### src/rtl/scan_chain_ctrl.sv
// Scan-chain test sequencer: shifts a pattern in, pulses one functional capture, shifts the response out.
// Define SCAN_MISR_EN to compile in a 16-bit MISR over the unloaded stream; otherwise sig is tied to 0.
module scan_chain_ctrl #(
  parameter int n    = 8,
  parameter int tphl = 0,
  parameter int tplh = 0
) (
  input  logic         C,
  input  logic         global_reset_n,
  input  logic         start,
  input  logic [n-1:0] pat_in,
  input  logic         So,
  output logic         NbarT,
  output logic         Si,
  output logic         CE,
  output logic         busy,
  output logic [n-1:0] resp_out,
  output logic         resp_valid,
  output logic [15:0]  sig
);

  localparam int            CW   = $clog2(n + 1);
  localparam logic [CW-1:0] LAST = CW'(n - 1);

  typedef enum logic [2:0] {IDLE, LOAD, CAPTURE, UNLOAD, DONE} state_t;

  state_t        r_state, w_state_nxt;
  logic [CW-1:0] r_cnt, w_cnt_nxt;
  logic [n-1:0]  r_pat, w_pat_nxt, w_pat_shifted;
  logic [n-1:0]  r_shift, r_resp;
  logic          w_accept;
  logic          r_nbart, r_si, r_ce, r_busy, r_resp_valid;
  logic          w_nbart_nxt, w_si_nxt, w_ce_nxt, w_busy_nxt, w_resp_valid_nxt;
  logic          w_unused_delay;

  // Delay parameters exist only so library netlists can pass them through.
  assign w_unused_delay = (tphl + tplh) != 0;

  // State register; outputs are registered alongside it from next-state values.
  always_ff @(posedge C) begin
    if (!global_reset_n) begin
      r_state      <= IDLE;
      r_cnt        <= '0;
      r_pat        <= '0;
      r_nbart      <= 1'b0;
      r_si         <= 1'b0;
      r_ce         <= 1'b0;
      r_busy       <= 1'b0;
      r_resp_valid <= 1'b0;
    end else begin
      r_state      <= w_state_nxt;
      r_cnt        <= w_cnt_nxt;
      r_pat        <= w_pat_nxt;
      r_nbart      <= w_nbart_nxt;
      r_si         <= w_si_nxt;
      r_ce         <= w_ce_nxt;
      r_busy       <= w_busy_nxt;
      r_resp_valid <= w_resp_valid_nxt;
    end
  end

  // Next-state logic
  always_comb begin
    // NOTE: every always_comb output gets a default first so no path can infer a latch.
    w_state_nxt = r_state;
    w_accept    = start && ((r_state == IDLE) || (r_state == DONE));
    case (r_state)
      IDLE:    if (start) w_state_nxt = LOAD;
      LOAD:    if (r_cnt == LAST) w_state_nxt = CAPTURE;
      CAPTURE: w_state_nxt = UNLOAD;
      UNLOAD:  if (r_cnt == LAST) w_state_nxt = DONE;
      DONE:    w_state_nxt = start ? LOAD : IDLE;
      default: w_state_nxt = IDLE;
    endcase

    // The counter restarts on every state entry and only advances in the shifting states.
    if ((w_state_nxt != r_state) || w_accept)
      w_cnt_nxt = '0;
    else if ((r_state == LOAD) || (r_state == UNLOAD))
      w_cnt_nxt = r_cnt + CW'(1);
    else
      w_cnt_nxt = r_cnt;

    w_pat_nxt = w_accept ? pat_in : r_pat;
  end

  // Output logic, computed for the state about to be entered.
  // NOTE: decoding the next state and registering it keeps every output a flop with no input-to-output path.
  always_comb begin
    w_pat_shifted    = w_pat_nxt << w_cnt_nxt;
    w_nbart_nxt      = (w_state_nxt == LOAD) || (w_state_nxt == UNLOAD);
    w_ce_nxt         = (w_state_nxt == CAPTURE);
    w_si_nxt         = (w_state_nxt == LOAD) && w_pat_shifted[n-1];
    w_busy_nxt       = (w_state_nxt != IDLE);
    w_resp_valid_nxt = (w_state_nxt == DONE);
  end

  // Response is assembled in r_shift and published only when the last bit arrives.
  always_ff @(posedge C) begin
    if (!global_reset_n) begin
      r_shift <= '0;
      r_resp  <= '0;
    end else if (r_state == UNLOAD) begin
      r_shift <= {r_shift[n-2:0], So};
      if (r_cnt == LAST) r_resp <= {r_shift[n-2:0], So};
    end
  end

`ifdef SCAN_MISR_EN
  logic [15:0] r_sig;
  logic        w_fb;

  // Galois form of x^16+x^12+x^5+1 with the scan-out bit folded into the feedback.
  assign w_fb = r_sig[15] ^ So;

  always_ff @(posedge C) begin
    if (!global_reset_n)
      r_sig <= '0;
    else if (r_state == UNLOAD)
      r_sig <= {r_sig[14:0], 1'b0} ^ (w_fb ? 16'h1021 : 16'h0000);
  end

  assign sig = r_sig;
`else
  assign sig = 16'h0000;
`endif

  assign NbarT      = r_nbart;
  assign Si         = r_si;
  assign CE         = r_ce;
  assign busy       = r_busy;
  assign resp_out   = r_resp;
  assign resp_valid = r_resp_valid;

endmodule

### config.mk
export PLATFORM = sky130hd
export DESIGN_NAME = scan_chain_ctrl
export DESIGN_NICKNAME = d
export VERILOG_FILES = /design/src/rtl/scan_chain_ctrl.sv
export SDC_FILE = /design/constraint.sdc
export NUM_CORES = 1
export LEC_CHECK = 0
export BUFFER_PORTS_ARGS = -buffer_cell sky130_fd_sc_hd__buf_4
export CAP_MARGIN = 20
export CORE_ASPECT_RATIO = 0.5
export CORE_MARGIN = 2
export CORE_UTILIZATION = 52
export DETAILED_ROUTE_END_ITERATION = 10
export PLACE_DENSITY = 0.88
export SLEW_MARGIN = 20
export SYNTH_ARGS = -nofsm -noshare
export SYNTH_HDL_FRONTEND = slang
export SYNTH_SLANG_ARGS = --single-unit
export TNS_END_PERCENT = 50
### constraint.sdc
create_clock -name C -period 2.3 [get_ports C]
set_input_delay 0.23 -clock C [delete_from_list [all_inputs] [get_ports C]]
set_output_delay 0.23 -clock C [all_outputs]
set_load 0.03 [all_outputs]
==> results of run 1 <==
## registers in the layout, indices dropped and copies added (netlist names)
register / cells
CE: 1
NbarT: 1
Si: 1
busy: 1
r_cnt: 4
r_pat: 8
r_shift: 7
r_state: 3
resp_out: 8
resp_valid: 1
## worst min-delay path by stage
stage,from,end,slack [ns],cells past startpoint
after CTS,So,resp_out[0],0.15,2
final,So,resp_out[0],0.16,2
after global routing,So,resp_out[0],0.18,2
after global placement,r_pat[3],r_pat[3],0.44,2
after floorplan,So,resp_out[0],0.36,1
after detailed placement,r_shift[6],r_shift[6],0.45,2
## per-layer routing
| layer | GRT usage | up-vias | wire length [um] |
|---|---|---|---|
| met4 | 0.118 | 0 | 99 |
| met1 | 0.241 | 652 | 1550 |
| met2 | 0.326 | 62 | 1570 |
| li1 | - | 677 | - |
| met3 | 0.0590 | 12 | 289 |
| met5 | 0 | - | 0 |
## power groups by stage
stage          Clock, uW  Sequential [uW]  Combinational [uW]
5_1_grt              581              633                 209
6_report             560              632                 196
3_3_place_gp           0              645                 185
4_1_cts              564              631                 193
2_1_floorplan          0              653                 153
3_5_place_dp           0              645                 190
## placed cells by master, fill, tap and decap left out, drive strengths merged, types with 2 or more instances in the layout
master	n
nand4	2
a22o	8
nor3b	2
mux2i	7
nand2	24
xor2	3
nor2	21
clkbuf	5
o21ai	4
conb	16
nor3	5
nand3	7
dfxtp	35
clkinv	2
a21oi	21
nor2b	3
inv	3
buf	30
## final cells by class
class / count / area [sq um]
well taps: 40 / 50.0
flip-flops and latches: 35 / 701
clock inverters: 3 / 43.8
multi-input cells: 139 / 785
fillers: 241 / 1090
clock buffers: 5 / 68.8
inverters: 3 / 11.3
repair buffers: 30 / 225
## critical path, cell delays in order, from the launching register on
cell      delay, ns
dfxtp_1        0.42
ha_1           0.28
nand3b_1       0.25
a21oi_1        0.35
o21ai_1        0.13
o31a_1         0.13
nor2_1         0.11
o22a_1         0.15
nor2_1         0.04
## cells by family after synthesis
| kind of cell | after synthesis |
|---|---|
| buffers and inverters | 29 |
| DFF | 35 |
| AOI/OAI and AO/OA | 40 |
| muxes | 9 |
| and+or+nand+nor | 69 |
| adders and majority gates | 1 |
| other | 1 |
| xor gates and xnor gates | 4 |
## stage by stage
stage	worst slack (ns)	util	hold WS, ns	cell area [sq um]
5_1_grt	0.169	0.633	0.176	1880
4_1_cts	0.375	0.633	0.152	1880
3_3_place_gp	0.471	0.595	0.444	1770
3_5_place_dp	0.393	0.595	0.447	1770
6_report	0.355	0.633	0.156	1880
2_1_floorplan	0.519	-	0.356	1670
==> flow_summary.yaml, run 1 <==
logic_synthesis:
  synth_edf_count: 0
  yosys.area.top_type: "dfxtp_1"
  avgSynthCellArea_sq_um: 8.61
  dominantRegCellSynth: "dfxtp_1"
  synth_compound_area_frac: 0.156
  netlist.area_leader.share: 0.433
  yosysMostFrequentCell: "dfxtp_1"
  yosys-top-cells-area: "dfxtp_1 (43%), buf_4 (7.4%), a21oi_1 (6.5%), nand2_1 (5.6%), nor2_1 (4.9%)"
  synth.cell_area_sq_um: 1620
  ys_top_cells_by_count: "dfxtp_1 (35), nand2_1 (24), a21oi_1 (21), nor2_1 (21), buf_4 (16)"
  synth_xor_area_frac: 0.0217
  synth_fa_ha_area_frac: 0.00773
  netlist_instances: 188
  synthMuxAreaShare: 0.0642
  ys_ff_latch: 35
  yosys.area_share.simple: 0.198
  seq_area_frac_synth: 0.433
  synthArstFlopShare: 0
  synth_cell_types: 38
  ys_warn_count: 0
  synth_top_family_by_area: "simple AND/OR/NAND/NOR gates"
clock_network:
  clockRootBuffer: "clkbuf_8"
  clock_latency_ns: 0.30
  cts.sinks: 35
  post_cts.repair.setup_buffers: 0
  cts_tree: "built"
  holdBufCountCts: 0
  clock_path_buffers: 2
  cts_resized: 0
  path_clk_slew_ns: 0.07
  cts_buffers: 5
  h-tree-depth: 2
power:
  p_leak_uw: 0.000777
  power_density_nw_per_um2: 736
  power_switching_uw: 374
  power_frac_clock: 0.403
  finalPower_uw: 1390
  power_frac_comb: 0.141
  p_seq_frac: 0.456
  p_int_uw: 1010
  switching_share: 0.269
  ir_drop_uv: 385
worst_setup_path:
  critical_path.startpoint: "r_cnt[1]"
  path_class: "reg -> reg"
  start_kind: "flip-flop"
  reg2regPathDepth: 8
  crit_arrival_ns: 2.14
  crit_path_end: "Si"
  r2r_start: "r_cnt[1]"
  worstReg2RegEnd: "Si"
  worst_ep_required_time_ns: 2.50
  critPathMaxFanout: 6
  r2r_slack_ns: 0.35
  end_kind: "flip-flop"
detailed_routing:
  drtIter0Drc: 63
  drt_wl_total_mm: 3.51
  avgViaCountPerCell: 5.50
  drc: 0
  firstDrtPassIters: 4
  wire_per_inst_um: 13.8
  drtAntennaViolNets: 0
  vias: 1403
sta:
  hold_violations: 0
  setup_viol: 0
  fmax_ghz: 0.514
  fin_setup_tns_ns: 0
  slew_viol_final: 0
  fin_crit_ns: 1.95
  clock_skew_ns: 0.00472
  worst_pin_slew_ns: 0.733
  rsz0062_at_grt: "false"
  slew_headroom: 0.510
  post-route-period-util: 0.846
die:
  io_pins: 41
  rows: 14
  die_x_um: 82.9
  start_util: 0.543
  core_area_sq_um: 2980
  dieArea_sq_um: 3600
  fp.dieH_um: 43.4
finish:
  finalNetCount: 227
  drive_gt1_frac: 0.195
  syn_to_final_growth_pct: 16.5
  diodes: 0
  final_cells: 255
grt:
  antenna_found_initial: 0
  grt_max_degree: 14
  grt_pass1_wl_mm: 5.59
  first_global_vias: 1206
  grt-ovfl-total: 0
  grt_usage: 0.199
outcome:
  status: "completed"
hold_path:
  min_path_type: "in -> reg"
placement:
  portBuffers: 24
  routabilityCongestion: 0.946
  dpl.cell_count: 247
  dp_hpwl_mm: 2.47
job:
  drv_cap: 0
(Power assumes the default switching activity.)
==> inputs of run 2 (changes only) <==
CORE_UTILIZATION = 47   (was 52)
PLACE_DENSITY = 0.85   (was 0.88)
clock period = 1.7 ns   (was 2.3 ns; I/O delays follow)
==> run 2 against run 1 <==
Effect of this change:
- highest routed layer unchanged
- critical path type unchanged
- largest power group unchanged
- non-clock buffer count grew 14
- critical path depth shrank 2
- global-route usage down 1.6 points
- fmax is 13% higher
- the flow now finishes with violations (negative setup slack)
- critical endpoint unchanged
- sequential power grew 35%
- worst hold slack got worse by 0.061 ns
- utilization barely moved
- first-iteration DRC count rose by 40%
- combinational power increased by 49%
==> flow_summary.yaml, run 2 (same netlist as run 1, synthesis figures left out) <==
finish:
  drive_gt1_frac: 0.271
  fin_area_sq_um: 1980
  mostFrequentLayoutCell: "buf_4"
  diodes: 0
  syn_to_final_growth_pct: 22.7
  finalNetCount: 241
  layout_common_cells: "buf_4 (44), dfxtp_1 (31), nand2_1 (24), a21oi_1 (21), nor2_1 (21)"
clock_network:
  clock_latency_ns: 0.29
  path_clk_slew_ns: 0.07
  cts_tree: "built"
  clockRootBuffer: "clkbuf_8"
  cts_buffers: 5
  cts.sinks: 35
  clock_path_buffers: 2
  h-tree-depth: 2
placement:
  portBuffers: 24
  dpl_cell_area_sq_um: 1870
  dp_hpwl_mm: 2.48
  routabilityCongestion: 0.868
worst_setup_path:
  r2r_slack_ns: -0.02
  path_class: "reg -> reg"
  start_kind: "flip-flop"
  critPathMaxFanout: 3
  crit_arrival_ns: 1.90
  reg2regPathDepth: 6
  worstReg2RegEnd: "Si"
  r2r_start: "r_cnt[1]"
  critical_path.startpoint: "r_cnt[1]"
  worst_ep_required_time_ns: 1.88
  end_kind: "flip-flop"
grt:
  grt-ovfl-total: 0
  busiest_layer: "met2"
  grt_max_degree: 14
  grt_use_met2: 0.305
  first_global_vias: 1236
  grt_usage: 0.183
  grtUsageMet3: 0.0634
  antenna_found_initial: 0
  use_met1: 0.209
  grt_pass1_wl_mm: 5.31
die:
  io_pins: 41
  start_util: 0.516
  core_area_sq_um: 3140
  die_x_um: 87.0
  rows: 14
  dieArea_sq_um: 3960
  fp.dieH_um: 45.5
sta:
  setup_viol: 1
  worst_slack_ns: -0.0152
  rsz0062_at_grt: "true"
  fin_crit_ns: 1.72
  slew_viol_final: 0
  clock_skew_ns: 0.00622
  hold_violations: 0
  fmax_ghz: 0.583
  timing.hold.ws_ns: 0.0951
  post-route-period-util: 1.01
  fin_setup_tns_ns: -0.0152
outcome:
  failed_checks: "negative setup slack"
  status: "finished with violations"
detailed_routing:
  avgViaCountPerCell: 5.39
  firstDrtPassIters: 4
  vias: 1449
  drtIter0Drc: 88
  drtAntennaViolNets: 0
  drc: 0
  wire_per_inst_um: 12.9
  drt_wl_total_mm: 3.46
power:
  finalPower_uw: 1730
  p_leak_uw: 0.000829
  ir_drop_uv: 296
  power_density_nw_per_um2: 873
hold_path:
  min_to: "resp_out[0]"
  min_path_type: "in -> reg"
  hold_path_depth: 2
  holdCritStartpoint: "So"
job:
  drv_cap: 0
-- run 2: cell count changes in the layout (fill, tap and decap cells not counted) --
cell / change
buf_4: +14
bufinv_16: -1
clkbuf_1: +1
clkinv_4: -1
clkinvlp_4: +1
dfxtp_1: -4
dfxtp_2: +4
ha_1: -1
ha_4: +1
nor2b_1: -1
nor2b_2: +1
or3b_1: -1
or3b_4: +1
-- run 2: layout make-up --
cell class | instances | area [sq um]
clock buffer | 6 | 72.6
sequential | 35 | 706
fill | 264 | 1150
clock inverter | 2 | 12.5
inverter | 3 | 11.3
multi-input combinational | 139 | 802
tap | 40 | 50.0
timing repair buffer | 44 | 330
-- run 2: power breakdown --
part,total (uW),internal (uW),switching (uW)
sequential,856,843,12.9
combinational,292,117,175
clock,584,286,298
total,1730,1250,486
-- run 2: worst max-delay path: stages (launching register included) --
cell     delay, ns
dfxtp_2       0.34
ha_4          0.28
mux4_2        0.49
and4_1        0.16
a31oi_1       0.15
o22a_1        0.16
nor2_1        0.04
-- run 2: worst max-delay path by stage --
| stage | slack, ns | depth (start not counted) | end |
|---|---|---|---|
| after floorplan | 0.005 | 6 | Si |
| after global placement | -0.0002 | 6 | Si |
| after detailed placement | -0.09 | 8 | Si |
| after CTS | -0.05 | 6 | Si |
| after global routing | -0.1 | 6 | Si |
| final | -0.02 | 6 | Si |
-- run 2: repair_timing --
action | 4_1_cts | 5_1_grt
resized for setup | 1 | 3
hold endpoints to repair | 0 | 0
endpoints found under the setup margin | 1 | 1
hold buffers | 0 | 0
pin swaps | 4 | 2
setup buffers | 1 | 2
-- run 2: per-layer routing --
layer / vias up / wire [um]
li1: 699 / -
met1: 663 / 1420
met2: 74 / 1650
met3: 13 / 315
met4: 0 / 81
met5: - / 0
-- run 2: metrics by stage --
stage / utilization / std cells / worst slack [ns]
5_1_grt: 0.633 / 269 / -0.0965
2_1_floorplan: - / 203 / 0.00518
4_1_cts: 0.626 / 267 / -0.0496
6_report: 0.633 / 269 / -0.0152
3_5_place_dp: 0.596 / 258 / -0.0862
3_3_place_gp: 0.596 / 258 / -0.000195
==> inputs of run 3 (changes only) <==
SETUP_SLACK_MARGIN = 0.3   (was not set)
SKIP_CTS_REPAIR_TIMING = 1   (was not set)
==> run 3 against run 2 <==
Effect of this change:
- routed wire length is 3.9% lower
- sequential share of layout area is 0.42 points lower
- fmax is 1.6% higher
- cell area is 1.4% higher
- flip-flop and latch count stayed put
- power is 0.16% higher
- die area stayed put
- critical path type unchanged
- the flow now finishes without violations
==> flow_summary.yaml, run 3 (same netlist as run 1, synthesis figures left out) <==
worst_setup_path:
  r2r_start: "r_cnt[1]"
  r2r_slack_ns: 0.01
  slowest_delay_ns: 0.48
  worst_ep_required_time_ns: 1.89
  crit_chain: "ha_4, mux4_2, and4_1, a31oi_1, o22a_1, nor2_1"
  crit_arrival_ns: 1.87
  start_kind: "flip-flop"
  end_kind: "flip-flop"
  critPathMaxFanout: 3
  cpMaxStageDelayCell: "mux4_2"
  worstReg2RegEnd: "Si"
  path_class: "reg -> reg"
  reg2regPathDepth: 6
clock_network:
  clock_latency_ns: 0.29
  h-tree-depth: 2
  path_clk_slew_ns: 0.07
  cts_tree: "built"
  clock_path_buffers: 2
  cts.sinks: 35
  clockRootBuffer: "clkbuf_8"
  cts_buffers: 5
sta:
  fin_setup_tns_ns: 0
  rsz0062_at_grt: "true"
  fin_crit_ns: 1.69
  post-route-period-util: 0.993
  clock_skew_ns: 0.00639
  timing.hold.ws_ns: 0.102
  setup_viol: 0
  slew_viol_final: 0
  fmax_ghz: 0.593
  hold_violations: 0
grt:
  grt-ovfl-total: 0
  grt_usage: 0.185
  antenna_found_initial: 0
  first_global_vias: 1238
  grt_max_degree: 20
  grt_pass1_wl_mm: 5.47
hold_path:
  holdCritStartpoint: "So"
  min_to: "resp_out[0]"
  hold_path_depth: 2
  min_path_type: "in -> reg"
finish:
  finalNetCount: 240
  syn_to_final_growth_pct: 24.4
  multi_input_area_sq_um: 821
  regArea_sq_um: 707
  mostFrequentLayoutCell: "buf_4"
  final_cells: 268
  final.fill_count: 251
  diodes: 0
  layout_common_cells: "buf_4 (42), dfxtp_1 (32), nand2_1 (24), a21oi_1 (21), nor2_1 (18)"
  drive_gt1_frac: 0.285
  final_util: 0.642
detailed_routing:
  vias: 1413
  firstDrtPassIters: 4
  drc: 0
  drtAntennaViolNets: 0
  wire_per_inst_um: 12.4
  drt_wl_total_mm: 3.33
  avgViaCountPerCell: 5.27
  drtIter0Drc: 106
power:
  p_leak_uw: 0.000836
  p_int_uw: 1240
  p_seq_frac: 0.493
  switching_share: 0.282
  power_frac_clock: 0.340
  ir_drop_uv: 329
  power_switching_uw: 490
  power_frac_comb: 0.167
  power_density_nw_per_um2: 862
  finalPower_uw: 1730
die:
  fp.dieH_um: 45.5
  dieArea_sq_um: 3960
  start_util: 0.516
  rows: 14
  die_x_um: 87.0
  io_pins: 41
  core_area_sq_um: 3140
placement:
  portBuffers: 24
  routabilityCongestion: 0.948
  dpl.cell_count: 260
  dp_hpwl_mm: 2.43
outcome:
  status: "completed"
job:
  drv_cap: 0
[run 3: changes by cell type in the layout (fill, tap and decap cells not counted), moves of 2 or more]
| cell | change |
|---|---|
| buf_4 | -2 |
| dfxtp_2 | -2 |
| nor2_1 | -3 |
| nor2_2 | +3 |
[run 3: critical path: cells and delay by family, from the launching register on]
family,cells,cell delay (ns)
adder cells (fa/ha/maj),1,0.27
AO/OA/AOI/OAI,2,0.28
AND/OR/NAND/NOR,2,0.20
multiplexers,1,0.48
flip-flops,1,0.35
[run 3: metrics by stage]
| step | setup WS [ns] | area (sq um) |
|---|---|---|
| final | 0.0124 | 2010 |
| after global routing | -0.0797 | 2010 |
| after CTS | -0.0500 | 1990 |
| after detailed placement | -0.0391 | 1900 |
| after global placement | 0.0384 | 1900 |
| after floorplan | 0.0364 | 1690 |
[run 3: power by group through the flow]
stage               Combinational, uW  Sequential, uW  Clock, uW
floorplan                         209             883          0
global placement                  275             871          0
detailed placement                281             871          0
CTS                               282             853        606
global route                      315             857        639
finish                            290             854        590
[run 3: worst max path at each step]
| stage | startpoint | end | cells after the start |
|---|---|---|---|
| 3_3_place_gp | r_cnt[1] | Si | 6 |
| 2_1_floorplan | r_cnt[1] | Si | 6 |
| 3_5_place_dp | r_state[0] | Si | 8 |
| 6_report | r_cnt[1] | Si | 6 |
| 5_1_grt | r_state[2] | Si | 8 |
| 4_1_cts | r_state[0] | Si | 8 |
[run 3: area by class of cell]
cell class / instances / share of cell area
clock buffers: 5 / 0.0342
clock inverters: 3 / 0.00933
flip-flops and latches: 35 / 0.351
well taps: 40 / 0.0249
inverters: 3 / 0.00560
multi-input cells: 139 / 0.408
repair buffers: 43 / 0.167
[run 3: layer usage]
metal | global-route usage | vias to the layer above | share of wire
li1 | - | 696 | -
met1 | 0.228 | 655 | 0.46
met2 | 0.307 | 55 | 0.46
met3 | 0.0525 | 7 | 0.063
met4 | 0.0906 | 0 | 0.018
met5 | 0 | - | 0
